File: src/rtl/uart_pkg.sv
// Shared UART definitions: receiver state encoding
// and the bit-period computation common to tx and rx.
package uart_pkg;

   typedef enum logic [2:0] {
      IDLE      = 3'd0,
      START     = 3'd1,
      DATA      = 3'd2,
      PARITY    = 3'd3,
      STOP      = 3'd4,
      WAIT_HIGH = 3'd5
   } state_e;

   // Clocks per bit for a clock in MHz and a baud rate in bit/s.
   function automatic int unsigned cycles(
      input int unsigned clk_fre,
      input int unsigned baud
   );
      return (clk_fre * 1000000) / baud;
   endfunction

endpackage

File: src/rtl/uart_rx_if.sv
// Received-word bundle: parallel data, one-cycle valid
// pulse and the per-frame error flags.
interface uart_rx_if #(
   parameter int DATA_WIDTH = 8
);

   logic [DATA_WIDTH-1:0] o_data;
   logic                  o_data_valid;
   logic                  o_parity_err;
   logic                  o_frame_err;

   modport master (
      output o_data,
      output o_data_valid,
      output o_parity_err,
      output o_frame_err
   );

   modport slave (
      input o_data,
      input o_data_valid,
      input o_parity_err,
      input o_frame_err
   );

endinterface

File: src/rtl/uart_rx_sync.sv
// Two-flop synchronizer for the serial line plus a
// history flop giving a one-cycle falling-edge flag.
module uart_rx_sync (
   input  logic i_clk_sys,
   input  logic i_rst_n,
   input  logic rx_i,
   output logic rx_o,
   output logic fall_o
);

   logic s1_q;
   logic s2_q;
   logic hist_q;

   // Resync the line and keep one cycle of history; idle is high.
   always_ff @(posedge i_clk_sys or negedge i_rst_n) begin
      if (!i_rst_n) begin
         s1_q   <= 1'b1;
         s2_q   <= 1'b1;
         hist_q <= 1'b1;
      end else begin
         s1_q   <= rx_i;
         s2_q   <= s1_q;
         hist_q <= s2_q;
      end
   end

   assign rx_o   = s2_q;
   assign fall_o = hist_q & ~s2_q;

endmodule

File: src/rtl/uart_rx.sv
// UART receiver: start-bit detect, mid-bit sampling,
// parity/framing checks, one-cycle valid per frame.
module uart_rx
   import uart_pkg::*;
#(
   parameter int CLK_FRE     = 50,
   parameter int DATA_WIDTH  = 8,
   parameter int PARITY_ON   = 0,
   parameter int PARITY_TYPE = 0,
   parameter int BAUD_RATE   = 9600
) (
   input  logic      i_clk_sys,
   input  logic      i_rst_n,
   input  logic      i_uart_rx,
   uart_rx_if.master bus
);

   localparam int CYCLE = int'(cycles(CLK_FRE, BAUD_RATE));
   localparam logic [15:0] MID  = 16'(CYCLE / 2 - 1);
   localparam logic [15:0] WRAP = 16'(CYCLE - 1);
   localparam logic [3:0]  NBIT = 4'(DATA_WIDTH);

   logic rx_s;
   logic fall;

   uart_rx_sync u_sync (
      .i_clk_sys (i_clk_sys),
      .i_rst_n   (i_rst_n),
      .rx_i      (i_uart_rx),
      .rx_o      (rx_s),
      .fall_o    (fall)
   );

   state_e                state_q, state_d;
   logic [15:0]           cnt_q, cnt_d;
   logic [3:0]            bit_q, bit_d;
   logic [DATA_WIDTH-1:0] shr_q, shr_d;
   logic                  par_q, par_d;
   logic                  perr_q, perr_d;
   logic                  done_q, done_d;
   logic [DATA_WIDTH-1:0] data_q, data_d;
   logic                  operr_q, operr_d;
   logic                  oferr_q, oferr_d;
   logic                  valid_q;

   logic strobe;
   logic wrap;

   assign strobe = (cnt_q == MID);
   assign wrap   = (cnt_q == WRAP);

   // Frame sequencing, sampling and output capture.
   always_comb begin
      state_d = state_q;
      cnt_d   = (state_q == IDLE) ? 16'd0 :
                (wrap ? 16'd0 : cnt_q + 16'd1);
      bit_d   = bit_q;
      shr_d   = shr_q;
      par_d   = par_q;
      perr_d  = perr_q;
      done_d  = 1'b0;
      data_d  = data_q;
      operr_d = operr_q;
      oferr_d = oferr_q;
      case (state_q)
         IDLE: begin
            if (fall) begin
               state_d = START;
               cnt_d   = 16'd0;
               bit_d   = 4'd0;
               par_d   = 1'b0;
               perr_d  = 1'b0;
            end
         end
         START: begin
            if (strobe && rx_s) state_d = IDLE;
            else if (wrap)      state_d = DATA;
         end
         DATA: begin
            if (strobe) begin
               shr_d = {rx_s, shr_q[DATA_WIDTH-1:1]};
               par_d = par_q ^ rx_s;
               bit_d = bit_q + 4'd1;
            end
            if (wrap && bit_q == NBIT)
               state_d = (PARITY_ON != 0) ? PARITY : STOP;
         end
         PARITY: begin
            if (strobe)
               perr_d = (PARITY_TYPE != 0) ? ~(par_q ^ rx_s)
                                           : (par_q ^ rx_s);
            if (wrap) state_d = STOP;
         end
         STOP: begin
            if (strobe) begin
               data_d  = shr_q;
               operr_d = perr_q;
               oferr_d = ~rx_s;
               done_d  = 1'b1;
               state_d = rx_s ? IDLE : WAIT_HIGH;
            end
         end
         WAIT_HIGH: begin
            if (rx_s) state_d = IDLE;
         end
         default: state_d = IDLE;
      endcase
   end

   // State and datapath registers.
   always_ff @(posedge i_clk_sys or negedge i_rst_n) begin
      if (!i_rst_n) begin
         state_q <= IDLE;
         cnt_q   <= '0;
         bit_q   <= '0;
         shr_q   <= '0;
         par_q   <= 1'b0;
         perr_q  <= 1'b0;
         done_q  <= 1'b0;
         data_q  <= '0;
         operr_q <= 1'b0;
         oferr_q <= 1'b0;
         valid_q <= 1'b0;
      end else begin
         state_q <= state_d;
         cnt_q   <= cnt_d;
         bit_q   <= bit_d;
         shr_q   <= shr_d;
         par_q   <= par_d;
         perr_q  <= perr_d;
         done_q  <= done_d;
         data_q  <= data_d;
         operr_q <= operr_d;
         oferr_q <= oferr_d;
         valid_q <= done_q;
      end
   end

   assign bus.o_data       = data_q;
   assign bus.o_data_valid = valid_q;
   assign bus.o_parity_err = operr_q;
   assign bus.o_frame_err  = oferr_q;

endmodule

File: src/flat_wrapper.sv
// flat-port wrapper written by rule: the top's interface ports become plain ports
module uart_rx_flat import uart_pkg::*;
#(
   parameter int CLK_FRE     = 50,
   parameter int DATA_WIDTH  = 8,
   parameter int PARITY_ON   = 0,
   parameter int PARITY_TYPE = 0,
   parameter int BAUD_RATE   = 9600
)
  (i_clk_sys, i_rst_n, i_uart_rx, bus_o_data, bus_o_data_valid, bus_o_parity_err, bus_o_frame_err);
  uart_rx_if #(.DATA_WIDTH(DATA_WIDTH)) bus_i ();
  input  logic i_clk_sys;
  input  logic i_rst_n;
  input  logic i_uart_rx;
  output wire logic [$bits(bus_i.o_data)-1:0] bus_o_data;
  output wire logic [$bits(bus_i.o_data_valid)-1:0] bus_o_data_valid;
  output wire logic [$bits(bus_i.o_parity_err)-1:0] bus_o_parity_err;
  output wire logic [$bits(bus_i.o_frame_err)-1:0] bus_o_frame_err;
  assign bus_o_data = bus_i.o_data;
  assign bus_o_data_valid = bus_i.o_data_valid;
  assign bus_o_parity_err = bus_i.o_parity_err;
  assign bus_o_frame_err = bus_i.o_frame_err;
  uart_rx #(.CLK_FRE(CLK_FRE), .DATA_WIDTH(DATA_WIDTH), .PARITY_ON(PARITY_ON), .PARITY_TYPE(PARITY_TYPE), .BAUD_RATE(BAUD_RATE)) u_core (.i_clk_sys(i_clk_sys), .i_rst_n(i_rst_n), .i_uart_rx(i_uart_rx), .bus(bus_i));
endmodule
File: config.mk
export PLATFORM = sky130hd
export DESIGN_NAME = uart_rx_flat
export DESIGN_NICKNAME = d
export VERILOG_FILES = /design/src/rtl/uart_pkg.sv /design/src/rtl/uart_rx_if.sv /design/src/rtl/uart_rx_sync.sv /design/src/rtl/uart_rx.sv /design/src/flat_wrapper.sv
export SDC_FILE = /design/constraint.sdc
export NUM_CORES = 1
export LEC_CHECK = 0
export ABC_CLOCK_PERIOD_IN_PS = 2340
export BUFFER_PORTS_ARGS = -buffer_cell sky130_fd_sc_hd__buf_2
export CAP_MARGIN = 20
export CORE_ASPECT_RATIO = 0.7
export CORE_MARGIN = 1
export CORE_UTILIZATION = 50
export CTS_CLUSTER_DIAMETER = 40
export DETAILED_ROUTE_END_ITERATION = 7
export PLACE_DENSITY = 0.68
export SLEW_MARGIN = 0
export SYNTH_ARGS = -nofsm -noshare
export SYNTH_HDL_FRONTEND = slang
export SYNTH_SLANG_ARGS = --single-unit
File: constraint.sdc
create_clock -name i_clk_sys -period 2.34 [get_ports i_clk_sys]
set_input_delay 0 -clock i_clk_sys [delete_from_list [all_inputs] [get_ports i_clk_sys]]
set_output_delay 0 -clock i_clk_sys [all_outputs]
set_load 0.1 [all_outputs]
==> summary.txt, run 1 <==
CTS
  – CTS max path bufs: 2
  – CTS tree: built
  – Clock transition at the registers of the reported paths: approximately 0.10 ns
  – Worst-skew pair later-pin latency: 0.30 ns
  – Cts bufs inserted: 5
  – H-Tree Depth: 2
  – Root Driver: clkbuf_8
  – Clock Sinks: 48

Setup path
  – CP startpoint kind: flop
  – Worst path top cell family by delay: simple AND/OR/NAND/NOR gates
  – CP Class: reg -> reg
  – FF-to-FF path depth: 5
  – WP data required: 2.53 ns
  – Worst EP arrival: ~2.4 ns
  – Slowest stage cell, crit path: or4bb_1
  – WP depth: 5
  – CP peak stage delay: between 0.5 and 0.6 ns
  – RR Startpoint: u_core.cnt_q[9]
  – R2R Setup Slk: ~0.10 ns
  – Worst Path Max Fanout: 6
  – CP endpoint kind: flop
  – Worst path bufs/invs: 0
  – Worst path cell trace: or4bb_1 > nor4_4 > o211ai_1 > a21oi_2 > mux2_1
  – R2r endpoint: u_core.state_q[2]

Routing
  – Total Wirelength: approximately 4400 µm
  – First DRT Iteration DRCs: between 70 and 80
  – Number of iterations in the first detailed-routing pass: 4
  – Remaining DRCs: 0
  – Vias per std cell: 5.636
  – Antenna Nets Post-Route: 0
  – Via count: 1,612
  – WL/cell: 15.29 µm

Final layout
  – Layout cells sized above 1: slightly above 20%
  – Final Non-Filler Cells: ~290
  – Diode count: 0
  – # fillers: roughly 360
  – Area Growth Syn to Fin: 14.25%
  – # nets final: around 240
  – Cell area after layout: ~2600 µm²

Timing
  – Setup TNS: 0 ns
  – Fmax achieved: 447.1 MHz
  – Slew margin rel.: 61.13%
  – Setup WS post-layout: between 0.1 and 0.15 ns
  – Fin. Hold Viols: 0
  – Worst slew pin tran: slightly below 0.6 ns
  – Fin crit period: roughly 2.2 ns
  – WHS: 0.2279 ns
  – Final setup fails: 0
  – Slew Viols, Final: 0
  – Final worst path period share: around 96%
  – Worst Clk Skew: around 0.012 ns

Die
  – Die Span X: between 80 and 90 µm
  – Num rows: 20
  – Die height: 58.43 µm
  – Die footprint: between 4000 and 5000 µm²
  – IO Count: 14
  – Starting density of the core: a little over half
  – Core Area: 4354 µm²

Synth
  – Synth Instances: between 200 and 250
  – Sequential-to-total area share from yosys stat: between 50 and 60%
  – Mapped Area: around 2300 µm²
  – Commonest register cell after synthesis: dfrtp_1
  – Number of synthesis warnings: 0
  – Synth Register Bits: 48
  – Post-synth EDFFs: 0
  – Distinct cells, synth: 39
  – Mean post-synth cell area: between 10 and 15 µm²
  – Syn Nets: 210
  – Async set-reset flop share out of synthesis: 100.0%

Power and ir drop
  – Logic gate share of total power: 25.4%
  – Cell internal pwr: between 1000 and 1500 µW
  – Switching share of power: 33.07%
  – Switching power total: roughly 670 µW
  – Proportion of power drawn by the clock network: 25.5%
  – Peak VDD IR: 0.4603 mV
  – Seq pwr share: approximately half
  – Leakage power: approximately 0.0012 µW
  – Pwr/cell area: 774.8 nW/µm²

Run
  – Maxcap violations: 0

GRT
  – Gr ovfl total: 0
  – Largest net degree at the start of global routing: 28
  – GRT Overall Usage: 20.20%
  – First-pass GRT wire length: 7272 µm
  – Vias in the first global route: 1,555
  – Initial antenna violation count: 0

Placed design
  – Placed cell count: between 200 and 300
  – Final GP Congestion: 0.8119
  – Place WS: -0.04159 ns
  – Port bufs: 13
  – Area of placed instances: between 2000 and 2500 µm²
  – HPWL Detailed: 3128 µm

Status
  – Outcome: finished clean

Min path
  – Min-delay worst type: in -> async
## synthesized netlist by cell type (all sizes together), types with 2 or more instances
cell    instances  area [µm²]
nor4            3       40.04
buf             3       15.01
o21ai          10       50.04
nor2           15       56.30
ha              3       37.54
nand4           6       37.54
dfstp           3       78.83
o211ai          2       15.01
a21oi           6       30.03
xor2            6       52.55
nor3            7       35.03
nand2          12       45.04
nor2b           3       18.77
clkbuf          6       22.52
mux2i           2       20.02
and4            4       35.03
xnor2           6       52.55
a22o            4       35.03
or4bb           3       33.78
and3            2       12.51
nand3          10       62.56
or3             5       31.28
mux2           20       225.2
dfrtp          45        1126
nand2b          2       12.51
or2             3       18.77
inv             7       26.28
## power groups by stage
stage	registers, µW	clock network, µW	logic (µW)
finish	989	514	511
global route	1000	570	566
floorplan	939	0	392
global placement	997	0	462
detailed placement	1000	0	478
CTS	988	531	484
## cell type report
class	count	area [µm²]	area share, %
sequential	48	1205	46.37
multi-input combinational	140	1018	39.19
timing repair buffer	28	182.7	7.029
clock buffer	6	82.58	3.178
tap	55	68.82	2.648
inverter	7	26.28	1.011
clock inverter	2	15.01	0.5778
## per-stage QoR
step	utilization [%]	power [µW]
final	59.68	2013
after global routing	59.68	2138
after CTS	59.25	2003
after detailed placement	56.35	1482
after global placement	56.35	1459
after floorplan	-	1331
## layout by cell type (no fill, tap or decap), types with 5 or more instances in the layout
cell      synthesis  layout
dfrtp_1          45      45
mux2_1           17      17
nor2_1           15      15
buf_2             3      13
buf_4             0      13
nand2_1          12      12
o21ai_0           9       9
nand3_1           9       9
inv_1             7       7
nor3_1            7       7
nand4_1           6       6
xor2_1            6       6
xnor2_1           6       6
clkbuf_8          0       6
or3_1             5       5
a21oi_1           6       5
## layer usage
metal / track usage (%) / part of all wire, % / vias to the layer above
met5: 0 / 0 / -
met4: 7.143 / 1.2 / 0
met3: 5.426 / 4.1 / 6
met2: 29.04 / 46 / 37
met1: 29.39 / 48 / 797
li1: - / - / 772
## state kept, by name, summed over array words and instances (netlist names)
| signal | cells |
|---|---|
| u_core.bit_q | 4 |
| u_core.bus.o_data | 8 |
| u_core.bus.o_data_valid | 1 |
| u_core.bus.o_frame_err | 1 |
| u_core.bus.o_parity_err | 1 |
| u_core.cnt_q | 16 |
| u_core.done_q | 1 |
| u_core.par_q | 1 |
| u_core.perr_q | 1 |
| u_core.shr_q | 8 |
| u_core.state_q | 3 |
| u_core.u_sync.hist_q | 1 |
| u_core.u_sync.rx_o | 1 |
| u_core.u_sync.s1_q | 1 |
## worst max path at each step
stage,startpoint,end
2_1_floorplan,u_core.cnt_q[0],u_core.state_q[2]
3_5_place_dp,u_core.cnt_q[0],u_core.state_q[2]
4_1_cts,u_core.cnt_q[0],u_core.state_q[2]
6_report,u_core.cnt_q[9],u_core.state_q[2]
3_3_place_gp,u_core.cnt_q[0],u_core.state_q[2]
5_1_grt,u_core.cnt_q[9],u_core.state_q[2]
## cell families (layout without fill, tap and decap cells)
| family | Yosys count | in the layout | share of synthesized area (%) |
|---|---|---|---|
| DFF | 48 | 48 | 52.97 |
| buffers and inverters | 16 | 43 | 2.805 |
| adders and majority gates | 3 | 3 | 1.650 |
| muxes | 22 | 22 | 10.78 |
| xor gates and xnor gates | 12 | 12 | 4.620 |
| and+or+nand+nor | 77 | 77 | 20.13 |
| AOI/OAI and AO/OA | 26 | 26 | 7.041 |
## timing repair
item,in CTS,in global routing
hold endpoints to repair,25,0
endpoints found under the setup margin,1,10
cloned,0,0
pin swaps,0,2
buffers inserted,0,2
hold buffers,2,0
resized for setup,1,1
Note: power is estimated with default switching activity, not from simulation.
==> run 2, diff against run 1 <==
ABC_CLOCK_PERIOD_IN_PS = 2100   (was 2340)
BUFFER_PORTS_ARGS = -buffer_cell sky130_fd_sc_hd__buf_4   (was -buffer_cell sky130_fd_sc_hd__buf_2)
PLACE_DENSITY = 0.69   (was 0.68)
clock period = 2.1 ns   (was 2.34 ns; I/O delays follow)
==> run 2 against run 1 <==
- the run now ends with negative setup slack left
- sequential power up 8%
- clock skew down 0.0038 ns
- worst hold slack better by 0.017 ns
- die area unchanged
- worst setup slack worse by 0.11 ns
- maximum frequency up 6.4%
- highest routed layer unchanged
==> summary.txt, run 2 (same netlist as run 1, synthesis figures left out) <==
Status
  – Outcome: finished with violations
  – Failing checks: negative setup slack

Setup path
  – R2R Setup Slk: -0.003 ns (-0.11 ns)
  – RR Startpoint: u_core.cnt_q[9]
  – Critical Path End: u_core.state_q[2]
  – Worst EP arrival: 2.30 ns (-0.13 ns)
  – Worst setup startpoint: u_core.cnt_q[9]
  – Worst Path Max Fanout: 3 (-3)
  – CP Class: reg -> reg
  – CP startpoint kind: flop
  – R2r endpoint: u_core.state_q[2]
  – WP data required: 2.30 ns (-0.23 ns)
  – CP endpoint kind: flop
  – FF-to-FF path depth: 5 (unchanged)

Final layout
  – Diode count: 0 (unchanged)
  – Layout cells sized above 1: 26.03% (+5.3 points)
  – Final Non-Filler Cells: 297 (+3.8%)
  – Commonest non-fill, non-tap cell in the layout: dfrtp_1
  – Area Growth Syn to Fin: 19.36%
  – Most frequent cells in the layout: dfrtp_1, buf_4, mux2_1
  – Multi-input gate area: 1028 µm² (+0.98%)
  – Post-layout util: 62.36% (+2.7 points)
  – Cell area after layout: 2715 µm² (+4.5%)
  – # nets final: 247 (+4.7%)
  – # fillers: 339 (-5.6%)
  – Max reg flops: 16 (unchanged)
  – Reg area: 1206 µm² (+0.10%)
  – Largest Register: u_core.cnt_q

CTS
  – Root Driver: clkbuf_8
  – Cts bufs inserted: 5 (unchanged)
  – Clock Sinks: 48 (unchanged)
  – Worst-skew pair later-pin latency: 0.31 ns (about the same)
  – H-Tree Depth: 2 (unchanged)
  – CTS tree: built
  – CTS max path bufs: 2 (unchanged)
  – Clock transition at the registers of the reported paths: 0.09 ns (about the same)

Run
  – Maxcap violations: 0 (unchanged)

Timing
  – Slew Viols, Final: 0 (unchanged)
  – Setup WS post-layout: -0.002636 ns (-0.1061 ns)
  – Slew margin rel.: 60.55% (-0.58 points)
  – RSZ-0062 raised after global routing: true
  – Fmax achieved: 475.6 MHz (+6.4%)
  – Worst Clk Skew: 0.008148 ns (-0.003756 ns)
  – Fin crit period: 2.103 ns (-0.1339 ns)
  – Final worst path period share: 100.1% (+4.5 points)
  – Final setup fails: 1 (+1)
  – Fin. Hold Viols: 0 (unchanged)
  – Worst slew pin tran: 0.5917 ns (+0.008754 ns)

Die
  – Die footprint: 4827 µm² (unchanged)
  – Die height: 58.43 µm (unchanged)
  – IO Count: 14 (unchanged)
  – Num rows: 20 (unchanged)
  – Core Area: 4354 µm² (unchanged)
  – Starting density of the core: 52.24% (unchanged)
  – Die Span X: 82.62 µm (unchanged)

Routing
  – WL/cell: 15.64 µm (+2.3%)
  – Number of iterations in the first detailed-routing pass: 4 (unchanged)
  – Total Wirelength: 4645 µm (+6.2%)
  – First DRT Iteration DRCs: 65 (-18%)
  – Vias per std cell: 5.620 (-0.30%)
  – Antenna Nets Post-Route: 0 (unchanged)
  – Via count: 1,669 (+3.5%)
  – Remaining DRCs: 0 (unchanged)

GRT
  – Initial antenna violation count: 0 (unchanged)
  – Vias in the first global route: 1,690 (+8.7%)
  – First-pass GRT wire length: 7928 µm (+9.0%)
  – GRT Overall Usage: 22.16% (+2.0 points)
  – Largest net degree at the start of global routing: 49 (+75%)
  – Gr ovfl total: 0 (unchanged)

Power and ir drop
  – Pwr/cell area: 839.1 nW/µm² (+8.3%)
  – Proportion of power drawn by the clock network: 24.6% (-0.9 points)
  – Switching power total: 776.6 µW (+17%)
  – Leakage power: 0.001293 µW (+5.2%)
  – Peak VDD IR: 0.5392 mV (+17%)
  – Cell internal pwr: 1502 µW (+11%)
  – Seq pwr share: 47.0% (-2.1 points)
  – Logic gate share of total power: 28.4% (+3.0 points)
  – Switching share of power: 34.09% (+1.0 points)
  – Overall Power: 2278 µW (+13%)

Placed design
  – Area of placed instances: 2557 µm² (+4.2%)
  – Port bufs: 13 (unchanged)
  – Placed cell count: 283 (+3.3%)
  – HPWL Detailed: 3278 µm (+4.8%)
  – Final GP Congestion: 0.8791 (+8.3%)

Min path
  – Min-delay worst type: in -> async
-- run 2: changes by cell type in the layout (fill, tap and decap cells not counted) --
cell / previous run / this run
clkinv_4: 0 / 1
clkinvlp_4: 2 / 0
buf_4: 13 / 37
nor3_1: 7 / 6
buf_2: 13 / 0
clkbuf_8: 6 / 5
and4_1: 4 / 3
and4_2: 0 / 1
nor3_2: 0 / 1
dfrtp_2: 0 / 1
or4bb_4: 0 / 1
or4bb_1: 3 / 2
dfrtp_1: 45 / 44
clkinv_2: 0 / 2
-- run 2: power by group through the flow --
stage	Clock, µW	Combinational, µW	Sequential [µW]
2_1_floorplan	0	447	1050
3_3_place_gp	0	590	1080
3_5_place_dp	0	627	1080
4_1_cts	564	631	1070
5_1_grt	604	724	1080
6_report	560	647	1070
-- run 2: timing repair --
action,4_1_cts,5_1_grt
setup endpoints to repair,2,18
hold buffers,2,0
setup buffers,1,3
hold endpoints to repair,46,0
resized for setup,1,4
pin swaps,1,1
-- run 2: layer usage --
metal / track usage, % / up-vias / part of all wire, %
met5: 0 / - / 0
met4: 7.635 / 0 / 1.3
met1: 29.72 / 834 / 46
li1: - / 798 / -
met2: 36.01 / 32 / 49
met3: 4.651 / 5 / 3.1
-- run 2: how the worst min path moves through the flow --
stage                     cells past startpoint                      end    start
after floorplan                               0          u_core.bit_q[0]  i_rst_n
after global placement                        1  u_core.bus.o_data_valid  i_rst_n
after detailed placement                      1  u_core.bus.o_data_valid  i_rst_n
after CTS                                     2          u_core.bit_q[2]  i_rst_n
after global routing                          2          u_core.cnt_q[4]  i_rst_n
final                                         2  u_core.bus.o_data_valid  i_rst_n
-- run 2: cell type report --
type | count | share of cell area (%)
clock buffers | 5 | 2.535
clock inverters | 3 | 0.6912
inverters | 7 | 0.9677
multi-input cells | 140 | 37.88
flip-flops and latches | 48 | 44.42
well taps | 55 | 2.535
repair buffers | 39 | 10.97
-- run 2: per-stage QoR --
step | setup slack (ns) | TNS (ns) | hold WS [ns]
after floorplan | 0.01398 | 0 | -0.2956
after global placement | 0.006639 | 0 | 0.03062
after detailed placement | -0.09584 | -0.1394 | 0.04560
after CTS | 0.009198 | 0 | 0.2569
after global routing | -0.1087 | -0.4984 | 0.3049
final | -0.002636 | -0.002636 | 0.2454
-- run 2: worst max-delay path, cell delays in order (launching register included) --
cell and delay (ns):
dfrtp_1 0.39, or4bb_4 0.55, nor4_4 0.34, o211ai_1 0.19, a21oi_2 0.20, mux2_1 0.33
